--- config.mk ---
export PLATFORM = sky130hd
export DESIGN_NAME = id_ex_stage
export DESIGN_NICKNAME = d
export VERILOG_FILES = /design/src/rtl/mips_pkg.sv /design/src/rtl/fwd_mux.sv /design/src/rtl/id_ex_stage.sv
export SDC_FILE = /design/constraint.sdc
export NUM_CORES = 1
export LEC_CHECK = 0
export ABC_AREA = 0
export CORE_MARGIN = 5
export CORE_UTILIZATION = 45
export CTS_CLUSTER_DIAMETER = 200
export DETAILED_ROUTE_END_ITERATION = 8
export PLACE_DENSITY = 0.87
export RECOVER_POWER = 100
export SKIP_CTS_REPAIR_TIMING = 1
export SLEW_MARGIN = 20
export SYNTH_ARGS = -nofsm -noshare
export SYNTH_HDL_FRONTEND = slang
export SYNTH_SLANG_ARGS = --single-unit
--- constraint.sdc ---
create_clock -name clk -period 5.1 [get_ports clk]
set_input_delay 0.765 -clock clk [delete_from_list [all_inputs] [get_ports clk]]
set_output_delay 0.765 -clock clk [all_outputs]
set_load 0.02 [all_outputs]
--- src/rtl/mips_pkg.sv ---
// Shared definitions for the MIPS-subset core: datapath sizes, opcode/funct
// encodings and the instruction classification used by the decode/EX boundary.
package mips_pkg;

    localparam int DW = 32;
    localparam int RW = 5;

    localparam logic [5:0] OP_RTYPE = 6'b000000;
    localparam logic [5:0] OP_ADDI  = 6'b001000;
    localparam logic [5:0] OP_ANDI  = 6'b001100;
    localparam logic [5:0] OP_LW    = 6'b100011;
    localparam logic [5:0] OP_SW    = 6'b101011;
    localparam logic [5:0] OP_BEQ   = 6'b000100;

    localparam logic [5:0] F_ADD = 6'b100000;
    localparam logic [5:0] F_SUB = 6'b100010;
    localparam logic [5:0] F_AND = 6'b100100;
    localparam logic [5:0] F_OR  = 6'b100101;
    localparam logic [5:0] F_XOR = 6'b100110;
    localparam logic [5:0] F_NOR = 6'b100111;
    localparam logic [5:0] F_SLT = 6'b101010;

    typedef enum logic [2:0] {
        CLS_BAD,
        CLS_RTYPE,
        CLS_ADDI,
        CLS_ANDI,
        CLS_LOAD,
        CLS_STORE,
        CLS_BRANCH
    } instr_class_e;

    function automatic instr_class_e decode_class(input logic [5:0] opcode);
        case (opcode)
            OP_RTYPE: return CLS_RTYPE;
            OP_ADDI:  return CLS_ADDI;
            OP_ANDI:  return CLS_ANDI;
            OP_LW:    return CLS_LOAD;
            OP_SW:    return CLS_STORE;
            OP_BEQ:   return CLS_BRANCH;
            default:  return CLS_BAD;
        endcase
    endfunction

endpackage

--- src/rtl/fwd_mux.sv ---
// Operand bypass: picks the youngest in-flight write to a source register,
// EX/MEM over MEM/WB over the register file; r0 always reads as zero.
module fwd_mux #(
    parameter int DW = 32,
    parameter int RW = 5
) (
    input  logic [RW-1:0] src_idx,
    input  logic [DW-1:0] rf_data,
    input  logic          exm_wr_en,
    input  logic [RW-1:0] exm_wr_idx,
    input  logic [DW-1:0] exm_wr_data,
    input  logic          mwb_wr_en,
    input  logic [RW-1:0] mwb_wr_idx,
    input  logic [DW-1:0] mwb_wr_data,
    output logic [DW-1:0] fwd_data
);

    always_comb begin
        if (src_idx == '0)
            fwd_data = '0;
        else if (exm_wr_en && (exm_wr_idx == src_idx))
            fwd_data = exm_wr_data;
        else if (mwb_wr_en && (mwb_wr_idx == src_idx))
            fwd_data = mwb_wr_data;
        else
            fwd_data = rf_data;
    end

endmodule

--- src/rtl/id_ex_stage.sv ---
// ID/EX pipeline register: forwards and registers operands, forms immediates
// and control for the ALU, and inserts a single bubble on a load-use hazard.
module id_ex_stage #(
    parameter int DW = mips_pkg::DW,
    parameter int RW = mips_pkg::RW
) (
    input  logic          clk,
    input  logic          reset,
    input  logic          id_valid,
    input  logic [5:0]    id_opcode,
    input  logic [5:0]    id_funct,
    input  logic [RW-1:0] id_rs,
    input  logic [RW-1:0] id_rt,
    input  logic [RW-1:0] id_rd,
    input  logic [DW-1:0] id_rs_data,
    input  logic [DW-1:0] id_rt_data,
    input  logic [15:0]   id_imm,
    input  logic          exm_wr_en,
    input  logic [RW-1:0] exm_wr_idx,
    input  logic [DW-1:0] exm_wr_data,
    input  logic          mwb_wr_en,
    input  logic [RW-1:0] mwb_wr_idx,
    input  logic [DW-1:0] mwb_wr_data,
    input  logic          flush,
    output logic          hazard_stall,
    output logic          ex_valid,
    output logic [DW-1:0] ex_op1,
    output logic [DW-1:0] ex_op2,
    output logic [5:0]    ex_sel,
    output logic [DW-1:0] ex_store_data,
    output logic [RW-1:0] ex_dest,
    output logic          ex_reg_write,
    output logic          ex_mem_read,
    output logic          ex_mem_write,
    output logic          ex_branch
);
    import mips_pkg::*;

    instr_class_e        id_cls;
    logic                reads_rt;
    logic [1:0][RW-1:0]  src_idx;
    logic [1:0][DW-1:0]  src_rf;
    logic [1:0][DW-1:0]  src_fwd;
    logic [DW-1:0]       imm_sext;
    logic [DW-1:0]       imm_zext;
    logic                writes_rd;

    logic          valid_reg, valid_next;
    logic [DW-1:0] op1_reg, op1_next;
    logic [DW-1:0] op2_reg, op2_next;
    logic [5:0]    sel_reg, sel_next;
    logic [DW-1:0] store_reg, store_next;
    logic [RW-1:0] dest_reg, dest_next;
    logic          reg_write_reg, reg_write_next;
    logic          mem_read_reg, mem_read_next;
    logic          mem_write_reg, mem_write_next;
    logic          branch_reg, branch_next;

    assign src_idx = {id_rt, id_rs};
    assign src_rf  = {id_rt_data, id_rs_data};

    // Index 0 resolves rs, index 1 resolves rt.
    for (genvar gi = 0; gi < 2; gi++) begin : g_fwd
        fwd_mux #(.DW(DW), .RW(RW)) u_fwd (
            .src_idx     (src_idx[gi]),
            .rf_data     (src_rf[gi]),
            .exm_wr_en   (exm_wr_en),
            .exm_wr_idx  (exm_wr_idx),
            .exm_wr_data (exm_wr_data),
            .mwb_wr_en   (mwb_wr_en),
            .mwb_wr_idx  (mwb_wr_idx),
            .mwb_wr_data (mwb_wr_data),
            .fwd_data    (src_fwd[gi])
        );
    end

    assign id_cls   = decode_class(id_opcode);
    assign reads_rt = (id_cls == CLS_RTYPE) || (id_cls == CLS_STORE) || (id_cls == CLS_BRANCH);
    assign imm_sext = {{(DW-16){id_imm[15]}}, id_imm};
    assign imm_zext = {{(DW-16){1'b0}}, id_imm};

    // The load result only exists after MEM, so a consumer directly behind it waits one cycle.
    assign hazard_stall = !reset && valid_reg && mem_read_reg && (dest_reg != '0) && id_valid
                          && ((dest_reg == id_rs) || ((dest_reg == id_rt) && reads_rt));

    always_comb begin
        valid_next     = 1'b0;
        op1_next       = '0;
        op2_next       = '0;
        sel_next       = '0;
        store_next     = '0;
        dest_next      = '0;
        writes_rd      = 1'b0;
        reg_write_next = 1'b0;
        mem_read_next  = 1'b0;
        mem_write_next = 1'b0;
        branch_next    = 1'b0;
        if (!flush && !hazard_stall && id_valid && (id_cls != CLS_BAD)) begin
            valid_next = 1'b1;
            op1_next   = src_fwd[0];
            store_next = src_fwd[1];
            sel_next   = id_opcode;
            case (id_cls)
                CLS_RTYPE: begin
                    op2_next  = src_fwd[1];
                    sel_next  = id_funct;
                    dest_next = id_rd;
                    writes_rd = 1'b1;
                end
                CLS_ADDI: begin
                    op2_next  = imm_sext;
                    dest_next = id_rt;
                    writes_rd = 1'b1;
                end
                CLS_ANDI: begin
                    op2_next  = imm_zext;
                    dest_next = id_rt;
                    writes_rd = 1'b1;
                end
                CLS_LOAD: begin
                    op2_next      = imm_sext;
                    dest_next     = id_rt;
                    writes_rd     = 1'b1;
                    mem_read_next = 1'b1;
                end
                CLS_STORE: begin
                    op2_next       = imm_sext;
                    mem_write_next = 1'b1;
                end
                CLS_BRANCH: begin
                    op2_next    = src_fwd[1];
                    branch_next = 1'b1;
                end
                default: ;
            endcase
            reg_write_next = writes_rd && (dest_next != '0);
        end
    end

    always_ff @(posedge clk or posedge reset) begin
        if (reset) begin
            valid_reg     <= 1'b0;
            op1_reg       <= '0;
            op2_reg       <= '0;
            sel_reg       <= '0;
            store_reg     <= '0;
            dest_reg      <= '0;
            reg_write_reg <= 1'b0;
            mem_read_reg  <= 1'b0;
            mem_write_reg <= 1'b0;
            branch_reg    <= 1'b0;
        end else begin
            valid_reg     <= valid_next;
            op1_reg       <= op1_next;
            op2_reg       <= op2_next;
            sel_reg       <= sel_next;
            store_reg     <= store_next;
            dest_reg      <= dest_next;
            reg_write_reg <= reg_write_next;
            mem_read_reg  <= mem_read_next;
            mem_write_reg <= mem_write_next;
            branch_reg    <= branch_next;
        end
    end

    assign ex_valid      = valid_reg;
    assign ex_op1        = op1_reg;
    assign ex_op2        = op2_reg;
    assign ex_sel        = sel_reg;
    assign ex_store_data = store_reg;
    assign ex_dest       = dest_reg;
    assign ex_reg_write  = reg_write_reg;
    assign ex_mem_read   = mem_read_reg;
    assign ex_mem_write  = mem_write_reg;
    assign ex_branch     = branch_reg;

endmodule

# Word level (Yosys, flattened, before mapping)
# Index checks and enable logic that the tools add are counted.
[totals]
regBits = 112
in_bits = 187
out_inout_bits = 113
elab_cells = 83
[classes]
n_eq_ne = 17
n_mux = 26
reduce_logical = 30
[ops]
columns = ["op", "n"]
rows = [
  ["32-bit two-way mux", 9],
  ["32-bit case mux with 3 select lines", 1],
  ["5-bit equality test", 6],
  ["3-bit case mux with 6 select lines", 1],
  ["1-bit logical AND", 14],
  ["6-bit by 4-bit equality test with 1-bit output (second input constant)", 2],
  ["6-bit equality test (second input constant)", 2],
  ["6-bit two-way mux", 2],
  ["5-bit logical NOT", 2],
  ["1-bit two-way mux", 10],
  ["5-bit two-way mux", 2],
  ["5-bit case mux with 2 select lines", 1],
  ["5-bit nonzero test", 2],
  ["3-bit equality test (second input constant)", 3],
  ["3-bit by 2-bit equality test with 1-bit output (second input constant)", 2],
  ["6-bit by 3-bit equality test with 1-bit output (second input constant)", 1],
  ["6-bit logical NOT", 1],
  ["3-bit OR reduction", 2],
  ["4-bit OR reduction", 1],
  ["3-bit by 1-bit equality test with 1-bit output (second input constant)", 1],
  ["1-bit logical NOT", 3],
  ["1-bit logical OR", 3],
  ["3-bit nonzero test", 1],
  ["2-bit OR reduction", 1],
]

# Depth between registers and ports, before layout
[depth]
ltp_word = 16
mapped_depth = 9
mapped_depth_nobuf = 5

# By module
# From an unflattened synthesis, not the netlist that was laid out.
[hier_totals]
cells_unflattened = 697
hier_area_um2 = 6984.2
[modules_own_cells]
columns = ["module", "n_inst", "cells_each", "area_each_um2", "seq_area_each_um2"]
rows = [
  ["id_ex_stage", 1, 343, 4406.7, 2802.7],
  ["fwd_mux", 2, 177, 1288.7, 0.0],
]

# Worst setup path before layout
# Ideal clock, no wire load.
[synth_timing]
path_type = "input to output"
from = "in id_rt[0]"
to = "out hazard_stall"
t_arrival_ps = 1717
required_time_ps = 4335
path_slack_ps = 2618
cell_stages = 5
path_buffers = 1
cell_sequence = "buf_4 xor2_1 nor4_1 nand4_1 nand2_1"
[synth_via]
elab_chain_cells = 4
[synth_rtl]
columns = ["element", "line", "rtl"]
rows = [
  ["start, declared", "id_ex_stage.sv:13", "input logic [RW-1:0] id_rt,"],
  ["5-bit equality test", "id_ex_stage.sv:84", "&& ((dest_reg == id_rs) || ((dest_reg == id_rt) && reads_rt));"],
  ["1-bit logical AND", "id_ex_stage.sv:84", ""],
  ["1-bit logical OR", "id_ex_stage.sv:84", ""],
  ["1-bit logical AND", "id_ex_stage.sv:84", ""],
  ["end, declared", "id_ex_stage.sv:25", "output logic hazard_stall,"],
]
# No other way between the ends.

# Final worst setup path
[layout_timing]
from = "in id_rt[0]"
to = "reg op1_reg[2], in the netlist ex_op1[2]"
[layout_via]
elab_chain_cells = 9
[layout_rtl]
columns = ["element", "line", "rtl"]
rows = [
  ["5-bit equality test", "id_ex_stage.sv:84", ""],
  ["1-bit logical AND", "id_ex_stage.sv:84", ""],
  ["1-bit logical OR", "id_ex_stage.sv:84", ""],
  ["1-bit logical AND", "id_ex_stage.sv:84", ""],
  ["1-bit logical NOT", "id_ex_stage.sv:98", "if (!flush && !hazard_stall && id_valid && (id_cls != CLS_BAD)) begin"],
  ["1-bit logical AND (3 in a row)", "id_ex_stage.sv:98", ""],
  ["32-bit two-way mux", "id_ex_stage.sv:98", ""],
  ["via op1_next[2]", "id_ex_stage.sv:49", "logic [DW-1:0] op1_reg, op1_next;"],
  ["end signal, assigned", "id_ex_stage.sv:154", "op1_reg <= op1_next;"],
  ["end, declared", "id_ex_stage.sv:49", ""],
]
# The timed path passes the listed nets, and every way through them passes these cells.

==> impl_metrics.tcl <==
set metrics [dict create \
    post-route-util_pct 68.8 \
    insertion_delay_ns 0.35 \
    first_global_vias 6116 \
    hold_viol_final 0 \
    critPathRequiredTime_ns 5.29 \
    fraction_of_layout_instances_using_a_drive_strength_above_1_pct 5.19 \
    clk_pin_slew_ns 0.07 \
    power_per_cell_area_nw_per_um2 214 \
    mappedNetlistArea_sq_um 6230 \
    synthesis.yosys.warnings 0 \
    synth.distinct_cells 40 \
    total_power_mw 2.01 \
    cts_tree "built" \
    setup_total_negative_slack_ns 0 \
    cts-root-buf "sky130_fd_sc_hd__clkbuf_16" \
    detailroute.via_count 6161 \
    syn-instance-count 602 \
    drt-initial-drc-count 544 \
    cts_sinks 112 \
    wl_per_cell_um 21.5 \
    max_cap_viol_count 3 \
    postSynth.asyncResetShare_pct 100 \
    place_inst 1031 \
    cts-root-to-sink-buffers 2 \
    area_delta_synth_final_pct 51.4 \
    detail-route-antenna-nets 0 \
    placed_cell_area_sq_um 9290 \
    grt_overflow 0 \
    synth_compound_area_share_pct 22.3 \
    multiplexer_area_fraction_after_synthesis_pct 5.30 \
    final_cells 1048 \
    synth_area_leaders "sky130_fd_sc_hd__dfrtp_1 45%, sky130_fd_sc_hd__a2111oi_2 7.2%, sky130_fd_sc_hd__mux2i_1 5.3%" \
    port_buffers 299 \
    post_synth_fa_ha_maj_area_fraction_pct 0 \
    timing.slew.headroom_pct -39.1 \
    ys_seq_area_share_pct 45.0 \
    grt_first_pass_wirelength_um 33900 \
    pre_cts_ws_ns 1.39 \
    synth-seq-cells 112 \
    worstMarginPinSlew_ns 2.07 \
    worstSetupEndpointType "flop" \
    max_h_tree_level 3 \
    floorplan.initialDensity_pct 45.4 \
    rsz0062_at_grt "false" \
    yosys.cell_count.top_type "sky130_fd_sc_hd__dfrtp_1" \
    min_period_ns 4.10 \
    power_leakage_nw 4.13 \
    synthSimpleGateAreaFrac_pct 18.2 \
    netlist.area_leader.share_pct 45.0 \
    iteration_count_of_the_initial_detailed_routing_pass 5 \
    hold_path_class "input port to flop" \
    cp_max_fanout 42 \
    antenna_found_initial 1 \
    remaining_drc_errors 0 \
    floorplan.io_pins 300 \
    die_height_um 128 \
    grt_usage_pct 26.8 \
    critical_path.slowest_cell "sky130_fd_sc_hd__nand3_1" \
    reg2reg_to "ex_op1[2]" \
    final_max_slew_viol_count 120 \
    crit-reg2reg-launch "ex_dest[2]" \
    largest_family_of_logic_cells_by_synthesized_area "compound AO/OA/AOI/OAI gates" \
    worst_stage_delay_on_the_critical_path_ns 1.22 \
    worstSetupStartpointType "input port" \
    vdd_ir_drop_max_mv 0.130 \
    timing.hold.worst.start "id_imm[1]" \
    worst_slack_ns 1.00 \
    fp.dieW_um 128 \
    syn_nets 789 \
    syn_avg_cell_area_sq_um 10.4 \
    setup_viol_count_final 0 \
    globalplace.congestion 0.915 \
    synth_area_leader_cell "sky130_fd_sc_hd__dfrtp_1" \
    routed_via_density 5.88 \
    total_length_of_routed_wires_um 22600 \
    synth.top_cells.by_count "112 x sky130_fd_sc_hd__dfrtp_1, 50 x sky130_fd_sc_hd__nor2_1, 36 x sky130_fd_sc_hd__nor3_1, 33 x sky130_fd_sc_hd__and3_1, 33 x sky130_fd_sc_hd__mux2i_1" \
    hpwl_um 16100 \
    maxClockFrequency_mhz 244 \
    dominantRegCellSynth "sky130_fd_sc_hd__dfrtp_1" \
    synth_enable_flop_cells 0 \
    final_nets 1049 \
    timing.final.crit_share_pct 80.3 \
    synthXorXnorAreaFrac_pct 4.22 \
    worstSetupPathType "input port to flop" \
    r2r.worst_path.cells 6 \
    rows 43 \
    final.setup_skew_ns 0.00561 \
    whs_endpoint "ex_op2[1]" \
    status "finished with violations" \
    grt_start_max_net_pins 65 \
    failed_checks "capacitance limit, slew limit" \
    cp_arrival_ns 4.28 \
    reg2reg_slack_ns 1.64 \
    numCtsBuffers 9 \
    core_area_sq_um 13700 \
    floorplan.die_area_sq_um 16300 \
    hold_depth 3 \
    hold_ws_ns 0.949 \
    final_area_sq_um 9430 \
    path_cells "dlygate4sd3_1, xor2_1, nor4_1, nand4_1, nand3_1, buf_12, a2111oi_0" \
]
[flip-flops by register name, indices dropped and copies added, names as in the netlist]
register and cells:
ex_valid 1, ex_branch 1, ex_op2 32, ex_op1 32
ex_sel 6, ex_reg_write 1, ex_mem_write 1, ex_store_data 32
ex_mem_read 1, ex_dest 5
[cell families after synthesis]
kind of cell,count (synthesis)
AOI/OAI and AO/OA,165
xor gates and xnor gates,30
DFF,112
buffers and inverters,63
muxes,33
and+or+nand+nor,199
[routing by layer]
metal | vias to the layer above | routed length, um | global-route usage [%] | share of wire [%]
li1 | 2779 | - | - | -
met2 | 313 | 11300 | 45.6 | 50
met4 | 0 | 702 | 10.4 | 3.1
met1 | 3027 | 8560 | 32.7 | 38
met5 | - | 0 | 0 | 0
met3 | 42 | 2010 | 6.75 | 8.9
[worst max path at each step]
stage                   from                 to  slack, ns  cells after the start
global placement    id_rt[0]       hazard_stall       1.43                      6
finish              id_rt[0]          ex_op1[2]       1.00                      7
detailed placement  id_rt[0]       hazard_stall       1.39                      6
CTS                 id_rt[0]       hazard_stall       1.38                      6
global route           reset  ex_store_data[17]       0.75                      3
floorplan              reset          ex_branch       1.38                      1
[power breakdown]
part	total, mW	switching [mW]	internal [mW]
clock	0.776	0.331	0.445
sequential	0.894	0.00139	0.893
combinational	0.345	0.160	0.185
total	2.01	0.492	1.52
[worst max-delay path: cells and delay by family]
family / cells / cell delay [ns]
and+or+nand+nor: 3 / 1.49
xor gates and xnor gates: 1 / 0.18
buffers and inverters: 2 / 1.37
AOI/OAI and AO/OA: 1 / 0.46
[cell usage in the layout, fill, tap and decap left out, types with 17 or more instances in the layout]
cell	Yosys	routed
sky130_fd_sc_hd__nand2_1	22	22
sky130_fd_sc_hd__nor2_1	50	49
sky130_fd_sc_hd__dlygate4sd3_1	0	115
sky130_fd_sc_hd__a2111oi_0	2	28
sky130_fd_sc_hd__mux2i_1	33	33
sky130_fd_sc_hd__nand3b_1	31	31
sky130_fd_sc_hd__a21boi_0	32	32
sky130_fd_sc_hd__a21oi_1	27	26
sky130_fd_sc_hd__clkdlybuf4s50_1	0	184
sky130_fd_sc_hd__nor3_1	36	36
sky130_fd_sc_hd__and3_1	33	32
sky130_fd_sc_hd__o31ai_1	29	29
sky130_fd_sc_hd__xor2_1	24	24
sky130_fd_sc_hd__o22ai_1	17	17
sky130_fd_sc_hd__dfrtp_1	112	112
[cell type report]
type / instances / area, sq um
inverters: 2 / 8.76
clock buffers: 11 / 243
flip-flops and latches: 112 / 2800
diodes: 1 / 2.50
clock inverters: 5 / 78.8
multi-input cells: 427 / 2990
well taps: 180 / 225
fillers: 1108 / 4290
repair buffers: 310 / 3080
Note: power is estimated with default switching activity, not from simulation.
